### config.mk
export PLATFORM = sky130hd
export DESIGN_NAME = rf_write_sched
export DESIGN_NICKNAME = d
export VERILOG_FILES = /design/src/rtl/rf_write_sched.sv
export SDC_FILE = /design/constraint.sdc
export NUM_CORES = 1
export LEC_CHECK = 0
export BUFFER_PORTS_ARGS = -buffer_cell sky130_fd_sc_hd__buf_2
export CORE_MARGIN = 5
export CORE_UTILIZATION = 30
export CTS_BUF_LIST = sky130_fd_sc_hd__clkbuf_2 sky130_fd_sc_hd__clkbuf_4 sky130_fd_sc_hd__clkbuf_8
export DETAILED_ROUTE_END_ITERATION = 6
export GPL_ROUTABILITY_DRIVEN = 0
export GPL_TIMING_DRIVEN = 0
export SETUP_SLACK_MARGIN = 0.15
export SYNTH_ARGS = -nofsm -noshare
export SYNTH_HDL_FRONTEND = slang
export SYNTH_SLANG_ARGS = --single-unit
### constraint.sdc
create_clock -name Clk -period 3.98 [get_ports Clk]
set_input_delay 0.796 -clock Clk [delete_from_list [all_inputs] [get_ports Clk]]
set_output_delay 0.796 -clock Clk [all_outputs]
set_load 0.005 [all_outputs]
### src/rtl/rf_write_sched.sv
// rtl/rf_write_sched.sv - write-port arbiter/sequencer for the 8x16 register file (optional stats: RF_SCHED_STATS_EN)
module rf_write_sched #(
  parameter int          DW         = 16,
  parameter int          AW         = 3,
  parameter logic [AW-1:0] HI_ADDR  = 3'd7,
  parameter logic [AW-1:0] LO_ADDR  = 3'd6,
  parameter int          STARVE_MAX = 8
) (
  input  logic          Clk,
  input  logic          Reset_n,
  input  logic          WbValid,
  input  logic [AW-1:0] WbAddr,
  input  logic [DW-1:0] WbData,
  output logic          WbReady,
  input  logic          MdValid,
  input  logic [DW-1:0] MdHi,
  input  logic [DW-1:0] MdLo,
  output logic          MdReady,
  input  logic          DbgValid,
  input  logic [AW-1:0] DbgAddr,
  input  logic [DW-1:0] DbgData,
  output logic          DbgReady,
  output logic          RfWriteEn,
  output logic [AW-1:0] RfWaddr,
  output logic [DW-1:0] RfDataIn,
`ifdef RF_SCHED_STATS_EN
  output logic [15:0]   CoreStallCnt,
  output logic [15:0]   DbgStarveCnt,
`endif
  output logic          Busy
);

  localparam logic [0:0] IDLE  = 1'b0;
  localparam logic [0:0] MD_LO = 1'b1;

  localparam logic [7:0] STARVE_LIM = 8'(STARVE_MAX);

  logic [0:0]    state_q, state_d;
  logic          we_q, we_d;
  logic [AW-1:0] waddr_q, waddr_d;
  logic [DW-1:0] wdata_q, wdata_d;
  logic [DW-1:0] lo_q, lo_d;
  logic [7:0]    dbg_wait_q, dbg_wait_d;

  logic          starve;
  logic          wb_gnt, md_gnt, dbg_gnt;

  assign starve = (dbg_wait_q == STARVE_LIM);

  // One-hot grant: the single ready goes to the winning requester; nothing is granted during the lo beat or in reset
  always_comb begin
    wb_gnt  = 1'b0;
    md_gnt  = 1'b0;
    dbg_gnt = 1'b0;
    if (Reset_n && (state_q == IDLE)) begin
      if (starve && DbgValid) begin
        dbg_gnt = 1'b1;
      end else if (WbValid) begin
        wb_gnt = 1'b1;
      end else if (MdValid) begin
        md_gnt = 1'b1;
      end else if (DbgValid) begin
        dbg_gnt = 1'b1;
      end
    end
  end

  assign WbReady  = wb_gnt;
  assign MdReady  = md_gnt;
  assign DbgReady = dbg_gnt;

  // Next write-port contents and sequencer state; address/data hold when no write is issued
  always_comb begin
    state_d = state_q;
    we_d    = 1'b0;
    waddr_d = waddr_q;
    wdata_d = wdata_q;
    lo_d    = lo_q;
    case (state_q)
      IDLE: begin
        if (wb_gnt) begin
          we_d    = 1'b1;
          waddr_d = WbAddr;
          wdata_d = WbData;
        end else if (dbg_gnt) begin
          we_d    = 1'b1;
          waddr_d = DbgAddr;
          wdata_d = DbgData;
        end else if (md_gnt) begin
          // Lo word is captured now so the unit may move on once accepted
          we_d    = 1'b1;
          waddr_d = HI_ADDR;
          wdata_d = MdHi;
          lo_d    = MdLo;
          state_d = MD_LO;
        end
      end
      MD_LO: begin
        we_d    = 1'b1;
        waddr_d = LO_ADDR;
        wdata_d = lo_q;
        state_d = IDLE;
      end
      default: state_d = IDLE;
    endcase
  end

  // Debug wait counter: counts consecutive refused cycles, saturates at the starvation limit
  always_comb begin
    dbg_wait_d = dbg_wait_q;
    if (!DbgValid || dbg_gnt) begin
      dbg_wait_d = 8'd0;
    end else if (dbg_wait_q != STARVE_LIM) begin
      dbg_wait_d = dbg_wait_q + 8'd1;
    end
  end

  // Registered state and write-port outputs; reset abandons any pending lo beat immediately
  always_ff @(posedge Clk or negedge Reset_n) begin
    if (!Reset_n) begin
      state_q    <= IDLE;
      we_q       <= 1'b0;
      waddr_q    <= '0;
      wdata_q    <= '0;
      lo_q       <= '0;
      dbg_wait_q <= 8'd0;
    end else begin
      state_q    <= state_d;
      we_q       <= we_d;
      waddr_q    <= waddr_d;
      wdata_q    <= wdata_d;
      lo_q       <= lo_d;
      dbg_wait_q <= dbg_wait_d;
    end
  end

  assign RfWriteEn = we_q;
  assign RfWaddr   = waddr_q;
  assign RfDataIn  = wdata_q;
  assign Busy      = (state_q == MD_LO);

`ifdef RF_SCHED_STATS_EN
  logic [15:0] core_stall_q, core_stall_d;
  logic [15:0] dbg_starve_q, dbg_starve_d;

  // Saturating stall/starvation event counters
  always_comb begin
    core_stall_d = core_stall_q;
    dbg_starve_d = dbg_starve_q;
    if (WbValid && !wb_gnt && (core_stall_q != 16'hFFFF)) begin
      core_stall_d = core_stall_q + 16'd1;
    end
    if ((dbg_wait_d == STARVE_LIM) && (dbg_wait_q != STARVE_LIM) && (dbg_starve_q != 16'hFFFF)) begin
      dbg_starve_d = dbg_starve_q + 16'd1;
    end
  end

  // Statistics registers
  always_ff @(posedge Clk or negedge Reset_n) begin
    if (!Reset_n) begin
      core_stall_q <= 16'd0;
      dbg_starve_q <= 16'd0;
    end else begin
      core_stall_q <= core_stall_d;
      dbg_starve_q <= dbg_starve_d;
    end
  end

  assign CoreStallCnt = core_stall_q;
  assign DbgStarveCnt = dbg_starve_q;
`endif

endmodule

==> results.yml <==
clocking:
  cts_buffer_depth: 2
  cts_inserted_buffers: 5
  cts_tree: "done"
  cts_sinks: 45
  htree_num_levels: 2
  ctsHoldBuffers: 0
  root_buffer: "clkbuf_8"
  cts_setup_buffers: 0
  worst_skew_pair.late_latency_ps: 300
  clk_pin_slew_ps: 90
logic_synthesis:
  synth_compound_area_frac: 0.1728
  synth_simple_gate_area_frac: 0.1182
  syn_area_per_cell_um2: 10.31
  synth_mux_area_frac: 0.1524
  ys_seq_elements: 45
  syn-num-nets: 315
  ys_seq_area_frac: 0.4587
  synth_area_um2: 2455
  synth_top_family_by_area: "compound AO/OA/AOI/OAI gates"
  yosysTopAreaCellShare: 0.4587
  synth_top_cell_by_area: "dfrtp_1"
  ys.warnings.count: 0
  synth_area_leaders: "dfrtp_1 (46%), mux2i_1 (6.5%), a211o_1 (5.7%), mux2_4 (5.5%), a211oi_1 (5.2%)"
  netlist_instances: 238
  synth_xor_area_frac: 0.02141
  synth.distinct_cells: 40
  synthAdderAreaFrac: 0.01019
worst_setup_path:
  critPathMaxStageDelay_ps: 500
  crit_slowest_cell: "nor3b_4"
  crit_fanout: 50
  crit_chain: "buf_6, nand2b_1, a21o_1, buf_6, nor3b_4, buf_12, buf_2"
  worstPathRequired_ps: 3180
  crit_type: "input port to output port"
  cpMostUsedCell: "buf_6"
  cp-start-kind: "input port"
  cp.arrival_ps: 2620
  crit_path_end_kind: "output port"
sta:
  period_minus_slack_ps: 3412
  fin_setup_tns_ps: 0
  hold_violations: 0
  worst_slew_pin_slew_ps: 759.6
  final-setup-viol-count: 0
  relSlewSlack: 0.4936
  finalCritPeriodShare: 0.8574
  slew_viol_final: 0
  rsz0062_at_grt: "no"
  fmax_ghz: 0.2930
  skew_ps: 8.173
pwr:
  swShare: 0.2808
  switching_power_uw: 317.7
  p_int_uw: 813.7
  p_per_area_nw_per_um2: 355.9
  power_frac_comb: 0.236
  vdd_drop_max_mv: 0.1851
  leakage_uw: 0.001597
  pwr-share-seq: 0.497
  pwr-share-clk: 0.267
global_route:
  grt_usage: 0.1417
  grt-ovfl-total: 0
  grt_pass1_vias: 2259
  grt_max_degree: 51
  antenna_found_initial: 1
  grt_first_pass_wirelength_mm: 11.19
placed_design:
  hpwlAfterDp_mm: 5.311
  placedInstanceArea_um2: 3077
  io_buffers: 98
final_layout:
  drive_gt1_frac: 0.3808
  nNetsFinal: 420
  finalInstanceArea_um2: 3179
  antenna_cells: 0
  syn_to_final_growth_pct: 29.51
drt:
  wl_per_cell_um: 15.63
  viasPerCell: 4.746
  dr.pass1.iters: 4
  ant_nets: 0
  drc: 0
  num_vias: 2131
  drt_wl_total_mm: 7.020
  drtIter0Drc: 68
floorplan:
  fp.coreArea_um2: 8093
  ios: 99
  die_w_um: 100.5
  die_h_um: 100.5
  dieArea_um2: 10090
  initial_core_util: 0.3033
  core.rowCount: 33
outcome:
  status: "completed"
hold_path:
  holdCritPathClass: "input port to asynchronous set/reset pin"
job:
  maxCapViolations: 0
==> worst max-delay path, delay by kind of cell <==
family / cells / cell delay, ps
AOI/OAI and AO/OA: 1 / 220
and+or+nand+nor: 2 / 740
buffers and inverters: 4 / 840
==> Yosys cell counts <==
cell,number
o311ai_0,1
a211oi_1,17
o31ai_1,1
a21o_1,1
nand2b_1,2
nor3b_1,1
and3_1,3
and4b_4,1
nor4_2,1
nand3_1,3
mux2_4,9
nor2b_1,2
a21oi_1,19
buf_1,2
dfrtp_1,45
buf_2,3
nor3b_4,1
a31oi_1,1
inv_1,23
or3_1,1
and2b_1,1
nor2_1,27
xor2_1,2
or2b_1,1
mux2_2,7
ha_1,2
o21ai_0,2
xnor2_1,4
nand3b_1,1
nand2_1,6
clkbuf_1,6
nor3_1,4
mux2i_1,16
buf_6,1
o21ai_1,1
a21boi_0,1
buf_12,1
nor2_2,1
a211o_1,16
a221oi_1,1
==> timing repair <==
action,in CTS,in global routing
gates cloned,0,0
gates resized for setup,1,1
endpoints found under the setup margin,1,1
==> sequential cells by signal (all words and copies together), names as in the netlist <==
register and flops:
Busy 1, RfWriteEn 1, lo_q 16, RfWaddr 3, RfDataIn 16, dbg_wait_q 8
==> per-stage QoR <==
| step | total power (uW) | utilization | cells | hold slack, ps | setup slack (ps) |
|---|---|---|---|---|---|
| floorplan | 722.2 | - | 238 | 473.3 | 1351 |
| global placement | 836.4 | 0.3802 | 441 | 468.6 | -117.2 |
| detailed placement | 843.1 | 0.3802 | 441 | 468.8 | -135.5 |
| CTS | 1149 | 0.3924 | 449 | 491.1 | 297.9 |
| global route | 1204 | 0.3929 | 449 | 444.5 | 360.1 |
| finish | 1131 | 0.3929 | 449 | 425.8 | 567.6 |
==> power by group through the flow <==
stage	clock (uW)	sequential, uW	combinational [uW]
final	302	562	267
after global routing	332	572	300
after CTS	313	563	273
after detailed placement	0	572	271
after global placement	0	570	267
after floorplan	0	568	154
==> cell families after synthesis <==
kind of cell             count (synthesis)
AO/OA/AOI/OAI                           61
AND/OR/NAND/NOR                         56
flip-flops                              45
buffers and inverters                   36
multiplexers                            32
XOR/XNOR                                 6
adder cells (fa/ha/maj)                  2
==> path summary, 6_finish.rpt <==
| path | endpoint | cells after the start | slack [ps] | from |
|---|---|---|---|---|
| setup reg to reg | lo_q[9]$_DFFE_PN0P_ | 8 | 1670 | dbg_wait_q[0]$_DFFE_PN0P_ |
| max in group asynchronous | RfDataIn[0]$_DFFE_PN0P_ | 1 | 3230 | Reset_n |
| setup / recovery | MdReady | 7 | 570 | Reset_n |
| hold reg to reg | RfWaddr[0]$_DFFE_PN0P_ | 2 | 490 | RfWaddr[0]$_DFFE_PN0P_ |
| min in group Clk | RfWaddr[0]$_DFFE_PN0P_ | 2 | 490 | RfWaddr[0]$_DFFE_PN0P_ |
| hold / removal | lo_q[9]$_DFFE_PN0P_ | 1 | 430 | Reset_n |
==> per-layer routing <==
| layer | up-vias | wire, um | track usage | part of all wire |
|---|---|---|---|---|
| met4 | 2 | 85 | 0.03938 | 0.012 |
| li1 | 1047 | - | - | - |
| met5 | - | 7 | 0 | 0.0010 |
| met1 | 990 | 3048 | 0.1799 | 0.43 |
| met2 | 78 | 3376 | 0.2385 | 0.48 |
| met3 | 14 | 502 | 0.03668 | 0.072 |
==> cell type report <==
| class | instances | area (um2) |
|---|---|---|
| repair buffers | 98 | 496.7 |
| flip-flops and latches | 45 | 1126 |
| well taps | 105 | 131.4 |
| plain buffers | 13 | 76.32 |
| inverters | 23 | 86.33 |
| clock inverters | 2 | 13.76 |
| multi-input cells | 157 | 1166 |
| clock buffers | 6 | 82.58 |
| fillers | 870 | 4913 |
==> cells in the final DEF, fill, tap and decap left out, types with 2 or more instances in the layout <==
master,count
inv_1,23
clkbuf_8,6
and3_1,3
a211oi_1,17
mux2_4,9
buf_6,2
dfrtp_1,45
a211o_1,16
nand2b_1,2
buf_1,2
mux2i_1,16
nand2_1,6
nor2b_1,2
a21oi_1,19
xnor2_1,4
nand3_1,3
ha_1,2
nor3_1,4
mux2_2,7
o21ai_0,2
clkbuf_1,6
nor2_1,27
buf_2,100
xor2_1,2
Note: power is estimated with default switching activity, not from simulation.
